### src/rtl/mips32_mem_pkg.sv
// Shared memory-path definitions: bridge state encoding and RAM word geometry.
package mips32_mem_pkg;
   localparam int LANES = 4;
   localparam int WORD  = 32;

   typedef enum logic [1:0] {
      IDLE   = 2'd0,
      RDWAIT = 2'd1,
      ACK    = 2'd2,
      HOLD   = 2'd3
   } bridgeState_t;
endpackage

### src/rtl/mips32_ram_bridge.sv
// Bridges the core's held-request data port to the single-port block RAM.
// Latency: write/error ready at +1, read ready at +2; a HOLD cycle follows every ready pulse.
module mips32_ram_bridge
   import mips32_mem_pkg::*;
#(
   parameter int          AWIDTH = 12,
   parameter logic [29:0] BASE   = 30'h0
) (
   input  logic              clock,
   input  logic              reset,
   input  logic              cpu_read,
   input  logic [LANES-1:0]  cpu_write,
   input  logic [29:0]       cpu_addr,
   input  logic [WORD-1:0]   cpu_wdata,
   output logic [WORD-1:0]   cpu_rdata,
   output logic              cpu_ready,
   output logic              cpu_error,
   output logic [AWIDTH-1:0] ram_readAddr,
   input  logic [WORD-1:0]   ram_readData,
   output logic [AWIDTH-1:0] ram_writeAddr,
   output logic [WORD-1:0]   ram_writeData,
   output logic [LANES-1:0]  ram_writeLane,
   output logic              ram_writeEnable
);

   bridgeState_t state;

   logic hit;
   logic anyWrite;
   logic validWrite;
   logic validRead;
   logic request;

   assign hit        = (cpu_addr[29:AWIDTH] == BASE[29:AWIDTH]);
   assign anyWrite   = |cpu_write;
   assign validWrite = anyWrite && !cpu_read && hit;
   assign validRead  = cpu_read && !anyWrite && hit;
   assign request    = cpu_read || anyWrite;

   // The RAM registers its read address every cycle, so the address just streams through.
   assign ram_readAddr  = cpu_addr[AWIDTH-1:0];
   assign ram_writeAddr = cpu_addr[AWIDTH-1:0];
   assign ram_writeData = cpu_wdata;

   // Write strobes exist only in the IDLE cycle, so a held request cannot write twice.
   always_comb begin
      ram_writeLane = '0;
      if (!reset && state == IDLE && validWrite)
         ram_writeLane = cpu_write;
      ram_writeEnable = |ram_writeLane;
   end

   always_ff @(posedge clock) begin
      if (reset) begin
         state     <= IDLE;
         cpu_ready <= 1'b0;
         cpu_error <= 1'b0;
         cpu_rdata <= '0;
      end else begin
         case (state)
            IDLE: begin
               if (validWrite) begin
                  state     <= ACK;
                  cpu_ready <= 1'b1;
                  cpu_error <= 1'b0;
               end else if (validRead) begin
                  state <= RDWAIT;
               end else if (request) begin
                  state     <= ACK;
                  cpu_ready <= 1'b1;
                  cpu_error <= 1'b1;
                  if (cpu_read)
                     cpu_rdata <= '0;
               end
            end
            RDWAIT: begin
               cpu_rdata <= ram_readData;
               cpu_ready <= 1'b1;
               cpu_error <= 1'b0;
               state     <= ACK;
            end
            ACK: begin
               cpu_ready <= 1'b0;
               cpu_error <= 1'b0;
               state     <= HOLD;
            end
            HOLD: begin
               state <= IDLE;
            end
            default: state <= IDLE;
         endcase
      end
   end

endmodule

### config.mk
export PLATFORM = sky130hd
export DESIGN_NAME = mips32_ram_bridge
export DESIGN_NICKNAME = d
export VERILOG_FILES = /design/src/rtl/mips32_mem_pkg.sv /design/src/rtl/mips32_ram_bridge.sv
export SDC_FILE = /design/constraint.sdc
export NUM_CORES = 1
export LEC_CHECK = 0
export BUFFER_PORTS_ARGS = -buffer_cell sky130_fd_sc_hd__clkbuf_2
export CORE_ASPECT_RATIO = 0.9
export CORE_MARGIN = 5
export CORE_UTILIZATION = 36
export CTS_BUF_LIST = sky130_fd_sc_hd__clkbuf_8
export DETAILED_ROUTE_END_ITERATION = 8
export HOLD_SLACK_MARGIN = 0.12
export PLACE_DENSITY = 0.79
export SLEW_MARGIN = 20
export SYNTH_ARGS = -nofsm -noshare
export SYNTH_HDL_FRONTEND = slang
export SYNTH_SLANG_ARGS = --single-unit
### constraint.sdc
create_clock -name clock -period 1.7 [get_ports clock]
set_input_delay 0.17 -clock clock [delete_from_list [all_inputs] [get_ports clock]]
set_output_delay 0.17 -clock clock [all_outputs]
set_load 0.01 [all_outputs]
Yosys cells after proc, flatten, opt, wreduce, memory -nomap -nowiden

Cells that the tools add are included.

Bits of input ports: 101
Output and inout bits: 95
Logic and storage cells: 51
Register bits after elaboration: 36

Multiplexer cells: 16
Reductions and logical operators: 21
Eq/ne operators: 10

Operators with widths:

| operator                                       | number |
|---|---|
| two-way mux 32 bit                             | 4 |
| one-hot mux 32 bit (2 select lines)            | 1 |
| zero test 18 bit                               | 1 |
| != test 2 bit (second input constant)          | 4 |
| one-hot mux 2 bit (4 select lines)             | 1 |
| OR reduction 4 bit                             | 2 |
| logical AND 1 bit                              | 6 |
| two-way mux 2 bit                              | 3 |
| != test 3 bit (second input constant)          | 2 |
| AND reduction 3 bit                            | 2 |
| AND reduction 5 bit                            | 1 |
| == test 2 bit (second input constant)          | 2 |
| two-way mux 1 bit                              | 4 |
| two-way mux 4 bit                              | 1 |
| != test 4 bit (second input constant)          | 1 |
| nonzero test 2 bit                             | 2 |
| zero test 1 bit                                | 3 |
| one-hot mux 1 bit (3 select lines)             | 1 |
| nonzero test 3 bit                             | 1 |
| == test 2 x 1 -> 1 bit (second input constant) | 1 |
| zero test 2 bit                                | 1 |
| one-hot mux 1 bit (2 select lines)             | 1 |
| OR reduction 2 bit                             | 1 |
| logical OR 1 bit                               | 1 |

Logic depth before layout (Yosys ltp)

Gate-level depths: netlist of the first run.

Depth in word-level cells: 7
Gate-level depth with buffers: 9
Mapped depth without buffers: 6

Worst setup path after synthesis of the first run

OpenSTA, ideal clock, no wires.

Path kind: register -> output
From: reg state[0]
To: out ram_writeLane[0]
Data required time: 1.530 ns
Data arrival time: 1.519 ns
Path buffers: 0
Path slack: 0.011 ns
Stages on the path, launching flop included: 7
Cell sequence: dfxtp_1 -> inv_1 -> ha_1 -> nor2b_1 -> nand2_1 -> nor4_2 -> and2_1

Word-level cells in the longest chain between the ends: 4

RTL lines:

| item                            | line                    | text |
|---|---|---|
| from (decl)                     | mips32_ram_bridge.sv:26 | `bridgeState_t state;` |
| from (signal assigned)          | mips32_ram_bridge.sv:55 | `state <= IDLE;` |
| from (signal assigned)          | mips32_ram_bridge.sv:63 | `state <= ACK;` |
| from (signal assigned)          | mips32_ram_bridge.sv:67 | `state <= RDWAIT;` |
| zero test 2 bit                 | mips32_ram_bridge.sv:48 | `if (!reset && state == IDLE && validWrite)` |
| logical AND 1 bit (2 in series) | mips32_ram_bridge.sv:48 |  |
| two-way mux 4 bit               | mips32_ram_bridge.sv:48 |  |
| to (decl)                       | mips32_ram_bridge.sv:22 | `output logic [LANES-1:0] ram_writeLane,` |

No other way between the ends.

Final worst setup path of the first run

From: reg state[0]
To: out ram_writeLane[2]

The elaborated chain is that of the path after synthesis.

==> metrics.md, run 1 <==
| Metric | Value |
|---|---|
| H-Tree Level Count | 2 |
| Count of maximum capacitance violations | 0 |
| Maximum clock frequency | 0.584 GHz |
| Critical path launch point type | flop |
| Final hold violation count | 0 |
| Async set-reset flop share out of synthesis | 0% |
| Storage element area | 723 sq um |
| Remaining global-route overflow | 0 |
| Area of the mapped netlist | 2340 sq um |
| Most instantiated flip-flop cell in the synthesis netlist | dfxtp_1 |
| Number of remaining DRC errors | 0 |
| Floorplan die height | 86.4 um |
| Number of instances in the placed design | 379 |
| Global-route wire length before repair | 9000 um |
| CP Class | flop to output pin |
| Share of post-route cells with drive strength above 1 | 41.4% |
| Net count after synthesis | approximately 360 |
| Number of CTS-inserted buffers | 5 |
| Die W | 94.9 um |
| Setup clock skew after layout | 0.0101 ns |
| Flop pwr share | 43.1% |
| # clock sinks | 36 |
| Count of TritonRoute iterations in the first routing pass | 3 |
| # port buffers | 95 |
| Root buffer cell | clkbuf_8 |
| Final critical delay including setup and external delays | 1.71 ns |
| Detailed-route wire length per cell | 13.3 um |
| Vias | 1890 |
| Data required time of the worst path | 1.53 ns |
| Die footprint | 8200 sq um |
| Commonest cells in the synthesized netlist | 56 x buf_4, 36 x dfxtp_1, 33 x nand2b_1, 32 x mux2i_1, 28 x nand2_1 |
| Outcome | finished with violations |
| ANT nets after route | 0 |
| Top cell type's share of synthesized area | 30.9% |
| Start point of the worst hold path | ram_readData[10] |
| Capture instance of the worst register-to-register path | cpu_rdata[7] |
| Number of storage elements in the synthesis netlist | 36 |
| Register-to-Register Path Depth | 8 |
| Int Power | about 1.5 mW |
| Placeable core region | 6220 sq um |
| Largest net degree at the start of global routing | 31 |
| Clock transition at the registers of the reported paths | 0.07 ns |
| Number of max-slew violations in the final report | 0 |
| Clock share of power | 30.3% |
| Worst-case register-to-register setup slack | 0.14 ns |
| Bufs on Longest Clock Path | 2 |
| Initial Util | roughly 38% |
| Top post-synthesis cells by area | dfxtp_1 31%, buf_4 18%, mux2i_1 14% |
| Switching share of power | 27.2% |
| Total number of nets in the final design | between 400 and 500 |
| Pre-CTS setup slack | 0.0296 ns |
| Fin util | 46.6% |
| Number of stages on the worst hold path | 3 |
| Count of filler cells inserted in the layout | 620 |
| Failing checks | setup timing |
| Slew at the pin closest to its max-slew limit | 0.295 ns |
| Clock tree from TritonCTS | yes |
| Part of the Yosys area used for sequential elements | 30.9% |
| Worst-skew pair later-pin latency | 0.28 ns |
| Power density cells | 706 nW/um^2 |
| Drt first-iter violations | 25 |
| Number of warnings printed during yosys synthesis | 0 |
| Library cell with the largest summed area after synthesis | dfxtp_1 |
| Comb pwr share | 26.6% |
| Worst min path class | input pin to flop |
| DP HPWL | 3920 um |
| Area taken by multi-input logic gates | 1110 sq um |
| Crit Path Max Fanout | 5 |
| Crit end category | output pin |
| Total Wirelength | 5510 um |
| Post-detailed-route via-to-cell ratio | 4.58 |
| Final GP Congestion | between 0.7 and 0.8 |
| Leakage Power | 1.30 nW |
| Tightest slew margin relative to the limit | 80.1% |
| Most used standard cell by instance count after synthesis | buf_4 |
| Hold slack | 0.128 ns |
| I/O Pins | 196 |
| Synthesized area per cell | 9.12 sq um |
| Area Growth Syn to Fin | 23.9% |
| Cell area after placement | 2510 sq um |
| Number of placement rows | 27 |
| Gate count of the mapped netlist | ~260 |
| Worst min-delay path endpoint | cpu_rdata[10] |
| Maximum VDD drop | 0.266 mV |
| Post-synth EDFFs | 0 |
| Unrepaired setup endpoints after global routing | true |
| Total global-route track usage | roughly 14% |
| Initial antenna violation count | 0 |
| Data arrival time of the worst path | 1.54 ns |
| Final Cycle Share | 101% |
| Startpoint of the worst-slack reg-to-reg timing path | state[1] |
| Count of final setup violators | 4 |
| Count of unique library cells instantiated by Yosys | 32 |
| Switching pwr | 556 uW |
| Final cell count without fillers | 413 |
| Diodes inserted | 0 |
| Non-Filler Cell Area, Final | 2900 sq um |
| Post-route setup slack | -0.0112 ns |
| Vias in the first global route | roughly 2000 |
## per-stage QoR
step                TNS, ns  power [mW]
finish              -0.0339        2.05
floorplan                 0        1.37
global route         -0.496        2.17
detailed placement        0        1.37
global placement          0        1.36
CTS                  -0.642        2.08
## layer usage
metal / GRT usage (%) / vias up / share of wire, %
met5: 0 / - / 0
met1: 14.4 / 864 / 39
met2: 25.4 / 75 / 50
met3: 3.65 / 27 / 7.7
met4: 5.77 / 0 / 2.5
li1: - / 924 / -
## worst max-delay path: stages (launching register included)
cell,delay (ns)
dfxtp_2,0.32
inv_2,0.07
ha_4,0.13
nor2b_4,0.14
nand2_2,0.08
nor4_4,0.22
and2_1,0.17
buf_2,0.12
## power by group through the flow
stage	Combinational [mW]	Sequential (mW)	Clock, mW
final	0.544	0.882	0.620
after global routing	0.590	0.885	0.698
after CTS	0.539	0.881	0.657
after detailed placement	0.470	0.901	0
after global placement	0.462	0.899	0
after floorplan	0.460	0.909	0
## flip-flops by register name, summed over array words and instances (netlist names)
| signal | cells |
|---|---|
| state | 2 |
| cpu_error | 1 |
| cpu_rdata | 32 |
| cpu_ready | 1 |
## cell type report
cell class	count	share of cell area, %
Tap cell	87	3.76
Inverter	5	0.648
Multi-Input combinational cell	145	38.2
Timing Repair Buffer	132	29.1
Clock inverter	2	0.389
Clock buffer	6	2.85
Sequential cell	36	25.0
## layout by cell type, fill, tap and decap left out, types with 5 or more instances in the layout
cell type and count:
nand3b_1 7, nand2b_1 33, clkbuf_2 90, buf_4 13, clkbuf_8 6, dlygate4sd3_1 21, dfxtp_1 34, nor2_1 7
nand2_1 27, mux2i_1 32, buf_2 5
## how the worst max path moves through the flow
stage | startpoint | endpoint | slack (ns) | depth (start not counted)
after CTS | state[1] | ram_writeLane[0] | -0.15 | 7
after global routing | state[1] | ram_writeLane[2] | -0.14 | 7
after detailed placement | cpu_addr[20] | ram_writeLane[0] | 0.03 | 6
final | state[0] | ram_writeLane[2] | -0.01 | 7
after global placement | cpu_addr[20] | ram_writeLane[1] | 0.08 | 6
after floorplan | state[0] | ram_writeLane[0] | 0.01 | 6
## kinds of logic after synthesis
logic type	count (synthesis)	share of synthesized area, %
simple gates	95	25.0
buf+inv	75	23.5
flops	36	30.9
mux	33	14.2
compound gates	12	3.80
fa+ha+maj	5	2.68
## timing repair
action	in CTS	in global routing
resized for setup	10	6
setup endpoints to repair	5	7
hold endpoints to repair	21	0
buffers inserted	3	2
pin swaps	5	6
hold buffers	21	0
(Power assumes the default switching activity.)
==> inputs of run 2 (changes only) <==
--- a/config.mk
+++ b/config.mk
@@ -7,7 +7,7 @@
 export LEC_CHECK = 0
 export BUFFER_PORTS_ARGS = -buffer_cell sky130_fd_sc_hd__clkbuf_2
 export CORE_ASPECT_RATIO = 0.9
-export CORE_MARGIN = 5
+export CORE_MARGIN = 2
 export CORE_UTILIZATION = 36
 export CTS_BUF_LIST = sky130_fd_sc_hd__clkbuf_8
 export DETAILED_ROUTE_END_ITERATION = 8
@@ -17,3 +17,4 @@
 export SYNTH_ARGS = -nofsm -noshare
 export SYNTH_HDL_FRONTEND = slang
 export SYNTH_SLANG_ARGS = --single-unit
+export TNS_END_PERCENT = 10
==> run 2 against run 1 <==
The flow still finishes with violations (setup timing); sequential power barely moved; utilization is 1.0 points higher; non-clock buffer count is 4 higher; critical path depth stayed put; die area decreased by 13%; via count grew 2.3%; power increased by 6.0%; clock-buffer cell count down 1; sequential share of layout area decreased by 0.39 points; clock skew down 0.0054 ns; combinational power is 2% higher; cell area is 1.6% higher.
==> metrics.md, run 2 (synthesis gave the netlist of run 1 again) <==
| Metric | Value |
|---|---|
| Total number of nets in the final design | 435 (+0.93%) |
| Setup clock skew after layout | 0.00468 ns (-0.00545 ns) |
| Failing checks | setup timing |
| # port buffers | 95 (unchanged) |
| Flip-flop count of the largest register after layout | 32 (unchanged) |
| Final GP Congestion | 0.826 (+10%) |
| Critical path launch point type | flop |
| Post-detailed-route via-to-cell ratio | 4.64 (+1.3%) |
| Diodes inserted | 0 (unchanged) |
| Worst min path class | input pin to flop |
| Leakage Power | 1.33 nW (+2.1%) |
| Share of post-route cells with drive strength above 1 | 41.2% (-0.20 points) |
| Number of max-slew violations in the final report | 0 (unchanged) |
| Fin util | 47.6% (+1.0 points) |
| Crit end category | output pin |
| Count of maximum capacitance violations | 0 (unchanged) |
| Outcome | finished with violations |
| CP Class | flop to output pin |
| Area Growth Syn to Fin | 25.9% |
| Start point of the worst hold path | ram_readData[20] |
| Pre-CTS setup slack | 0.0184 ns (-0.0112 ns) |
| Largest registers | cpu_rdata: 32 flops, state: 2 flops |
| Tightest slew margin relative to the limit | 77.8% (-2.3 points) |
| Worst-case register-to-register setup slack | 0.07 ns (-0.07 ns) |
| Post-route setup slack | -0.0254 ns (-0.0142 ns) |
| Clock tree from TritonCTS | yes |
| Die W | 88.9 um (-6.3%) |
| Detailed-route wire length per cell | 13.1 um (-1.7%) |
| H-Tree Level Count | 2 (unchanged) |
| Most used cells in the layout excluding fill and tap cells | 90 x clkbuf_2, 34 x dfxtp_1, 33 x nand2b_1 |
| Worst-skew pair later-pin latency | 0.28 ns (about the same) |
| Vias | 1933 (+2.3%) |
| Slew at the pin closest to its max-slew limit | 0.330 ns (+0.0355 ns) |
| Count of TritonRoute iterations in the first routing pass | 5 (+2) |
| Capture instance of the worst register-to-register path | cpu_rdata[9] |
| Crit-path cells | inv_2 > ha_4 > nor2b_4 > nand2_2 > nor4_4 > and2_1 > buf_2 |
| Largest net degree at the start of global routing | 30 (-3.2%) |
| Number of stages on the worst hold path | 3 (unchanged) |
| Critical path's slowest cell | dfxtp_2 |
| Number of placement rows | 27 (unchanged) |
| Final critical delay including setup and external delays | 1.73 ns (+0.0142 ns) |
| Count of final setup violators | 4 (unchanged) |
| Drt first-iter violations | 27 (+8.0%) |
| Floorplan die height | 80.4 um (-6.9%) |
| Hold slack | 0.131 ns (+0.00290 ns) |
| Vias in the first global route | 1897 (-5.0%) |
| Total Wirelength | 5470 um (-0.71%) |
| Final hold violation count | 0 (unchanged) |
| Data arrival time of the worst path | 1.56 ns (+0.02 ns) |
| Placeable core region | 6180 sq um (-0.54%) |
| Number of CTS-inserted buffers | 5 (unchanged) |
| Register-to-Register Path Depth | 8 (unchanged) |
| Number of remaining DRC errors | 0 (unchanged) |
| Crit Path Max Fanout | 5 (unchanged) |
| Bufs on Longest Clock Path | 2 (unchanged) |
| Power density cells | 737 nW/um^2 (+4.3%) |
| Data required time of the worst path | 1.53 ns (about the same) |
| Startpoint of the worst-slack reg-to-reg timing path | state[1] |
| Unrepaired setup endpoints after global routing | true |
| Largest incremental delay on the critical path | 0.33 ns (about the same) |
| Worst min-delay path endpoint | cpu_rdata[20] |
| Remaining global-route overflow | 0 (unchanged) |
| Final Cycle Share | 101% (+0.83 points) |
| Global-route wire length before repair | 8160 um (-9.3%) |
| Total global-route track usage | 14.7% (+1.1 points) |
| Root buffer cell | clkbuf_8 |
| Die footprint | 7150 sq um (-13%) |
| Count of filler cells inserted in the layout | 598 (-3.5%) |
| I/O Pins | 196 (unchanged) |
| Maximum VDD drop | 0.263 mV (-1.1%) |
| Largest register by flop count | cpu_rdata |
| DP HPWL | 3840 um (-2.0%) |
| ANT nets after route | 0 (unchanged) |
| Initial antenna violation count | 0 (unchanged) |
| Most common library cell in the layout ignoring fill and taps | clkbuf_2 |
| Clock transition at the registers of the reported paths | 0.07 ns (about the same) |
| Initial Util | 37.8% (+0.21 points) |
| Maximum clock frequency | 0.580 GHz (-0.82%) |
| # clock sinks | 36 (unchanged) |
-- run 2: cell count changes in the layout (fill, tap and decap cells not counted), sizes merged --
| cell | previous run | this run |
|---|---|---|
| clkinv | 0 | 1 |
| bufinv | 0 | 1 |
| clkinvlp | 1 | 0 |
| dlygate4sd3 | 21 | 24 |
| buf | 21 | 22 |
| clkbuf | 96 | 95 |
-- run 2: worst max-delay path, delay by kind of cell, from the launching register on --
kind | cells | cell delay (ns)
and+or+nand+nor | 4 | 0.61
DFF | 1 | 0.33
buffers and inverters | 2 | 0.19
adders and majority gates | 1 | 0.13
-- run 2: through the flow --
| stage | std cells | area (sq um) | power [mW] | setup TNS (ns) |
|---|---|---|---|---|
| 6_report | 417 | 2940 | 2.17 | -0.0918 |
| 4_1_cts | 415 | 2930 | 2.20 | -0.711 |
| 3_3_place_gp | 379 | 2510 | 1.36 | 0 |
| 3_5_place_dp | 379 | 2510 | 1.37 | 0 |
| 2_1_floorplan | 256 | 2340 | 1.37 | 0 |
| 5_1_grt | 417 | 2940 | 2.27 | -0.496 |
-- run 2: power by group --
part           total, mW  internal [mW]  switching (mW)
sequential         0.883          0.869          0.0145
clock              0.728          0.429           0.299
combinational      0.557          0.307           0.250
-- run 2: area by class of cell --
| type | instances | area [sq um] | share of cell area, % |
|---|---|---|---|
| sequential | 36 | 723 | 24.6 |
| inverter | 5 | 18.8 | 0.638 |
| clock inverter | 3 | 38.8 | 1.32 |
| timing repair buffer | 136 | 881 | 29.9 |
| tap | 87 | 109 | 3.70 |
| multi-input combinational | 145 | 1100 | 37.5 |
| clock buffer | 5 | 68.8 | 2.34 |
-- run 2: how the worst max path moves through the flow --
stage	start	to	slack (ns)	cells past startpoint
6_report	state[1]	ram_writeLane[3]	-0.03	7
5_1_grt	state[1]	ram_writeLane[2]	-0.12	7
4_1_cts	state[1]	ram_writeLane[2]	-0.17	7
3_5_place_dp	cpu_addr[20]	ram_writeLane[2]	0.02	6
3_3_place_gp	cpu_addr[13]	ram_writeLane[3]	0.05	6
2_1_floorplan	state[0]	ram_writeLane[0]	0.01	6
-- run 2: routing by layer --
layer | vias up | GRT usage (%) | share of wire (%)
met2 | 92 | 29.2 | 54
met1 | 891 | 13.9 | 38
met3 | 13 | 3.80 | 6.0
met5 | - | 0 | 0
met4 | 0 | 6.36 | 1.8
li1 | 937 | - | -
-- run 2: timing repair --
action / in CTS / in global routing
gates resized for setup: 10 / 5
hold buffers: 24 / 0
cloned: 0 / 0
setup endpoints to repair: 5 / 5
setup buffers: 4 / 2
pin swaps: 4 / 5
hold endpoints to repair: 24 / 0
